[src/rtl/gpio_key_pkg.sv]
// rtl/gpio_key_pkg.sv - register offsets and edge-select encoding shared by the key input block
package gpio_key_pkg;

  localparam logic [3:0] GPIO_KEY_DATA     = 4'h0;
  localparam logic [3:0] GPIO_KEY_IRQ_EN   = 4'h4;
  localparam logic [3:0] GPIO_KEY_PENDING  = 4'h8;
  localparam logic [3:0] GPIO_KEY_EDGE_SEL = 4'hC;

  typedef enum logic {
    EDGE_RISE = 1'b0,
    EDGE_FALL = 1'b1
  } edge_sel_e;

endpackage

[src/rtl/gpio_debounce_bit.sv]
// rtl/gpio_debounce_bit.sv - synchronizer, polarity fix and debounce counter for one key pin
module gpio_debounce_bit #(
  parameter int SYNC_STAGES     = 2,
  parameter int DEBOUNCE_CYCLES = 500000,
  parameter int ACTIVE_LOW      = 1
) (
  input  logic clk,
  input  logic rst,
  input  logic pin,
  output logic level
);
  import gpio_key_pkg::*;

  localparam int            CW     = $clog2(DEBOUNCE_CYCLES + 1);
  localparam logic [CW-1:0] THRESH = CW'(DEBOUNCE_CYCLES);
  localparam logic          INV    = (ACTIVE_LOW != 0);

  logic [SYNC_STAGES-1:0] sync;
  logic [CW-1:0]          cnt;
  logic                   s;

  assign s = sync[SYNC_STAGES-1] ^ INV;

  // Flops reset to the raw "released" pin value so the chain reads released
  // (s=0) and a key held through reset is re-synchronized from scratch.
  always_ff @(posedge clk or posedge rst) begin
    if (rst) begin
      sync <= {SYNC_STAGES{INV}};
    end else begin
      sync <= {sync[SYNC_STAGES-2:0], pin};
    end
  end

  always_ff @(posedge clk or posedge rst) begin
    if (rst) begin
      cnt   <= '0;
      level <= 1'b0;
    end else if (s == level) begin
      cnt <= '0;
    end else if (cnt + 1'b1 == THRESH) begin
      level <= s;
      cnt   <= '0;
    end else begin
      cnt <= cnt + 1'b1;
    end
  end

endmodule

[src/rtl/gpio_key_input.sv]
// rtl/gpio_key_input.sv - debounced key inputs with edge detect, sticky pending bits and a register window
module gpio_key_input #(
  parameter int WIDTH           = 4,
  parameter int SYNC_STAGES     = 2,
  parameter int DEBOUNCE_CYCLES = 500000,
  parameter int ACTIVE_LOW      = 1
) (
  input  logic             clk,
  input  logic             rst,
  input  logic [WIDTH-1:0] pin_in,
  input  logic [3:0]       bus_addr,
  input  logic             bus_write,
  input  logic [31:0]      bus_wdata,
  input  logic             bus_read,
  output logic [31:0]      bus_rdata,
  output logic [WIDTH-1:0] level,
  output logic             irq
);
  import gpio_key_pkg::*;

  logic [WIDTH-1:0] level_d;
  logic [WIDTH-1:0] rise;
  logic [WIDTH-1:0] fall;
  logic [WIDTH-1:0] pending;
  logic [WIDTH-1:0] irq_en;
  logic [WIDTH-1:0] edge_sel;
  logic [WIDTH-1:0] set_mask;
  logic [WIDTH-1:0] clr_mask;
  logic [31:0]      rd_val;
  logic [3:0]       reg_off;
  logic             unused_bits;

  for (genvar i = 0; i < WIDTH; i++) begin : g_pin
    gpio_debounce_bit #(
      .SYNC_STAGES    (SYNC_STAGES),
      .DEBOUNCE_CYCLES(DEBOUNCE_CYCLES),
      .ACTIVE_LOW     (ACTIVE_LOW)
    ) u_deb (
      .clk  (clk),
      .rst  (rst),
      .pin  (pin_in[i]),
      .level(level[i])
    );
  end

  always_ff @(posedge clk or posedge rst) begin
    if (rst) begin
      level_d <= '0;
      rise    <= '0;
      fall    <= '0;
    end else begin
      level_d <= level;
      rise    <= level & ~level_d;
      fall    <= ~level & level_d;
    end
  end

  assign reg_off     = {bus_addr[3:2], 2'b00};
  assign unused_bits = ^{bus_addr[1:0], bus_wdata};

  always_comb begin
    set_mask = '0;
    for (int i = 0; i < WIDTH; i++) begin
      set_mask[i] = (edge_sel_e'(edge_sel[i]) == EDGE_FALL) ? fall[i] : rise[i];
    end
    clr_mask = (bus_write && reg_off == GPIO_KEY_PENDING) ? bus_wdata[WIDTH-1:0] : '0;
  end

  always_comb begin
    rd_val = '0;
    case (reg_off)
      GPIO_KEY_DATA:     rd_val[WIDTH-1:0] = level;
      GPIO_KEY_IRQ_EN:   rd_val[WIDTH-1:0] = irq_en;
      GPIO_KEY_PENDING:  rd_val[WIDTH-1:0] = pending;
      GPIO_KEY_EDGE_SEL: rd_val[WIDTH-1:0] = edge_sel;
      default:           rd_val = '0;
    endcase
  end

  // Set is OR-ed in after the clear so a same-cycle edge survives a W1C.
  always_ff @(posedge clk or posedge rst) begin
    if (rst) begin
      pending   <= '0;
      irq_en    <= '0;
      edge_sel  <= '0;
      bus_rdata <= '0;
    end else begin
      pending <= (pending & ~clr_mask) | set_mask;
      if (bus_write && reg_off == GPIO_KEY_IRQ_EN) begin
        irq_en <= bus_wdata[WIDTH-1:0];
      end
      if (bus_write && reg_off == GPIO_KEY_EDGE_SEL) begin
        edge_sel <= bus_wdata[WIDTH-1:0];
      end
      if (bus_read) begin
        bus_rdata <= rd_val;
      end
    end
  end

  assign irq = |(pending & irq_en);

endmodule

[config.mk]
export PLATFORM = sky130hd
export DESIGN_NAME = gpio_key_input
export DESIGN_NICKNAME = d
export VERILOG_FILES = /design/src/rtl/gpio_key_pkg.sv /design/src/rtl/gpio_debounce_bit.sv /design/src/rtl/gpio_key_input.sv
export SDC_FILE = /design/constraint.sdc
export NUM_CORES = 1
export LEC_CHECK = 0
export CAP_MARGIN = 25
export CORE_ASPECT_RATIO = 0.8
export CORE_MARGIN = 2
export CORE_UTILIZATION = 34
export CTS_BUF_LIST = sky130_fd_sc_hd__clkbuf_8
export DETAILED_ROUTE_END_ITERATION = 12
export GPL_ROUTABILITY_DRIVEN = 0
export GPL_TIMING_DRIVEN = 0
export REMOVE_ABC_BUFFERS = 1
export SETUP_SLACK_MARGIN = 0.02
export SKIP_CTS_REPAIR_TIMING = 1
export SLEW_MARGIN = 20
export SYNTH_ARGS = -nofsm -noshare
export SYNTH_HDL_FRONTEND = slang
export SYNTH_HIERARCHICAL = 1
export SYNTH_SLANG_ARGS = --single-unit
[constraint.sdc]
create_clock -name clk -period 5.35 [get_ports clk]
set_input_delay 1.3375 -clock clk [delete_from_list [all_inputs] [get_ports clk]]
set_output_delay 1.3375 -clock clk [all_outputs]
set_load 0.01 [all_outputs]
==> qor_table.md <==
| Stage | Result | Value |
|:---|:---|:---|
| route | Number of nets still failing antenna checks after routing | 0 |
| cts | Clock transition at the register clock pins on the worst setup and hold paths after CTS | 0.07 ns |
| die | Initial core utilization | 34.54% |
| sta | Min Tclk post-route | 2.950 ns |
| route | WL per Instance | 13.00 um |
| setup path | Number of cell instances on the worst register-to-register path | 7 |
| pwr | Switching share of power | 24.42% |
| sta | Actual transition at the worst max-transition pin | 0.8529 ns |
| final layout | P&R area growth vs syn | 11.58% |
| setup path | Arr. time, crit path | 1.61 ns |
| grt | Fraction of met1 tracks used by global routing | 17.65% |
| cts | Cts bufs inserted | 17 |
| synth | Most area-hungry cell type in the Yosys netlist | dfrtp_1 |
| route | Vias | 4098 |
| cts | CTS tree | built |
| synth | Mean cell area of the mapped netlist | 10.39 um^2 |
| pwr | Power density over the cells | 264.5 nW/um^2 |
| grt | Global-route wire length before repair | 19200 um |
| die | Core Footprint | 17270 um^2 |
| grt | Tot GR Track Use | 12.75% |
| sta | Max-Slew Margin vs Limit | 43.08% |
| setup path | Capturing element type of the critical path | output pin |
| pwr | Combinational fraction of design power | 6.1% |
| cts | # H-tree levels | 4 |
| synth | Yosys warning total | 6 |
| grt | Vias in the first global route | 3981 |
| synth | Most frequent cell after synthesis | dfrtp_1 |
| grt | Fraction of met2 tracks used by global routing | 18.67% |
| setup path | Launch instance of the worst register-to-register path | g_pin[3].u_deb/cnt[0]$_DFF_PP0_ |
| sta | Final slew viol count | 0 |
| setup path | Crit Path Class | reg2out |
| setup path | Critical path required time | 4.01 ns |
| route | Count of routing violations after the opening detailed-route iteration | 264 |
| synth | Flip-flop cell with the highest count after synthesis | dfrtp_1 |
| synth | Netlist cell types | 40 |
| grt | Met3 usage in global routing | 4.273% |
| place | Half-perimeter wire length of the detailed placement result | 7729 um |
| route | Average via count per standard cell | 4.855 |
| pwr | Final total power | 1.761 mW |
| synth | Area share of the leading cell type in the synthesized netlist | 45.30% |
| sta | Final number of hold-violating endpoints | 0 |
| route | Count of unresolved DRC violations after routing | 0 |
| die | Chip Width | 152.1 um |
| route | Aggregate routed wire length | 10970 um |
| synth | Count of mapped cells out of synthesis | 574 |
| synth | Synthesis-stage register bit count | 116 |
| route | Detailed-router iteration count before antenna repair | 4 |
| pwr | Net switching power | 0.4301 mW |
| synth | Share of flip-flops with an asynchronous set or reset | 100.0% |
| die | Die area | 18630 um^2 |
| grt | Remaining Overflow, GRT | 0 |
| setup path | Setup slack of the most critical reg-to-reg path | 2.52 ns |
| run status | Outcome | finished, final reports clean |
| final layout | Proportion of layout cells with a drive suffix above 1 | 11.79% |
| min path | Worst hold path type | reg2reg |
| setup path | Crit path to | irq |
| synth | Most used standard cells in the synthesized netlist | dfrtp_1 (108), nor2_1 (84), nand2_1 (42) |
| grt | Most heavily used metal layer in global routing | met2 |
| die | Number of rows created at floorplan | 43 |
| pwr | Fraction of power consumed by sequential logic | 52.7% |
| place | Port Buffers | 22 |
| setup path | Origin of the worst setup path | pending[0]$_DFF_PP0_ |
| die | Total I/O pin count | 81 |
| synth | Count of flip-flops with a built-in enable after synthesis | 0 |
| cts | Num Clock Sinks | 116 |
| sta | Highest Clock Rate | 0.3390 GHz |
| pwr | Share of power burned in the clock network | 41.2% |
| synth | Sequential-to-total area share from yosys stat | 48.83% |
| setup path | Critical-path maximum fanout | 3 |
| final layout | N_diodes | 0 |
| pwr | Peak supply drop | 143.5 uV |
| cts | Maximum count of clock buffers along a single path | 2 |
| pwr | Static leakage power | 2.711 nW |
| synth | Top cells by area, synth | dfrtp_1 (45%), xnor2_1 (5.9%), nor2_1 (5.3%) |
| die | Height of the chip | 122.5 um |
| sta | Worst setup skew after layout | 0.01278 ns |
| grt | Largest net degree at the start of global routing | 29 |
| grt | Number of antenna violations at the first check in global routing | 0 |
| sta | Ratio of final minimum period to clock period | 55.14% |
| run | Max-cap viol count | 0 |
| setup path | FF-to-FF End | g_pin[3].u_deb/cnt[14]$_DFF_PP0_ |
| sta | Count of final setup violators | 0 |
| final layout | Number of nets in the finished design | 654 |
| cts | Clock root cell | clkbuf_8 |
| final layout | Filler Cells Inserted | 1682 |
| sta | Unrepaired setup endpoints after global routing | false |
| pwr | Pint | 1.331 mW |
| setup path | Kind of start point of the critical path | register |
| sta | Final TNS setup | 0 ns |
| sta | Worst hold slack after final layout | 0.3576 ns |
| synth | Cell Area, Synth | 5966 um^2 |
| cts | Clk_lat worst skew | 0.44 ns |
-- cell type report --
class,instances,area (um^2),area share (%)
clock buffers,19,261.5,3.929
clock inverters,13,97.59,1.466
inverters,25,93.84,1.410
multi-input cells,423,2774,41.67
flip-flops and latches,116,2913,43.76
well taps,225,281.5,4.229
repair buffers,23,235.2,3.534
-- power groups by stage --
stage               combinational, mW  sequential [mW]  clock, mW
global placement                0.104            0.942          0
floorplan                      0.0670            0.940          0
finish                          0.107            0.928      0.726
CTS                             0.108            0.928      0.756
global route                    0.121            0.932      0.797
detailed placement              0.107            0.944          0
-- routing by layer --
metal,up-vias,wire [um]
li1,1984,-
met3,10,447
met2,80,4805
met4,0,142
met1,2024,5579
met5,-,0
-- cell families (layout without fill, tap and decap cells) --
group	Yosys count	after routing	synth area share, %
AOI/OAI and AO/OA	42	42	7.047
xor gates and xnor gates	72	72	11.07
adders and majority gates	4	4	0.8390
buffers and inverters	62	80	6.376
DFF	116	116	48.83
muxes	16	16	2.852
other	1	28	0.06286
and+or+nand+nor	261	261	22.92
-- cell usage in the layout, fill, tap and decap left out, drive strengths merged, types with 9 or more instances in the layout --
cell             n
dfrtp          108
nor2            88
xnor2           44
nand2           42
conb            28
inv             28
xor2            28
clkdlybuf4s50   22
nor2b           20
nand4           20
clkbuf          19
nand3           17
and3            16
nor3            16
nand2b           9
-- sequential cells by signal, summed over array words and instances, names as in the netlist --
register and count:
bus_rdata 4, edge_sel 4, fall 4, g_pin.u_deb/cnt 76, g_pin.u_deb/level 4, g_pin.u_deb/sync 8
irq_en 4, level_d 4, pending 4, rise 4
-- worst max-delay path: stages (launching register included) --
cell	delay, ns
dfrtp_1	0.41
a22oi_1	0.20
nand2_1	0.09
clkdlybuf4s50_1	0.48
-- worst min path at each step --
stage / start / slack [ns] / depth (start not counted) / endpoint
after floorplan: g_pin[0].u_deb/sync[0]$_DFF_PP1_ / 0.35 / 0 / g_pin[0].u_deb/sync[1]$_DFF_PP1_
after global placement: g_pin[1].u_deb/sync[0]$_DFF_PP1_ / 0.35 / 0 / g_pin[1].u_deb/sync[1]$_DFF_PP1_
after detailed placement: g_pin[1].u_deb/sync[0]$_DFF_PP1_ / 0.35 / 0 / g_pin[1].u_deb/sync[1]$_DFF_PP1_
after CTS: g_pin[1].u_deb/sync[0]$_DFF_PP1_ / 0.36 / 0 / g_pin[1].u_deb/sync[1]$_DFF_PP1_
after global routing: g_pin[0].u_deb/sync[0]$_DFF_PP1_ / 0.36 / 0 / g_pin[0].u_deb/sync[1]$_DFF_PP1_
final: g_pin[0].u_deb/sync[0]$_DFF_PP1_ / 0.36 / 0 / g_pin[0].u_deb/sync[1]$_DFF_PP1_
-- metrics by stage --
stage | area, um^2 | setup slack (ns) | std cells | utilization [%]
floorplan | 5781 | 3.048 | 564 | -
global placement | 6282 | 2.281 | 811 | 36.38
detailed placement | 6282 | 2.275 | 811 | 36.38
CTS | 6641 | 2.348 | 843 | 38.46
global route | 6656 | 2.260 | 844 | 38.54
finish | 6656 | 2.400 | 844 | 38.54
No activity file was read; power rests on OpenSTA's default activity.
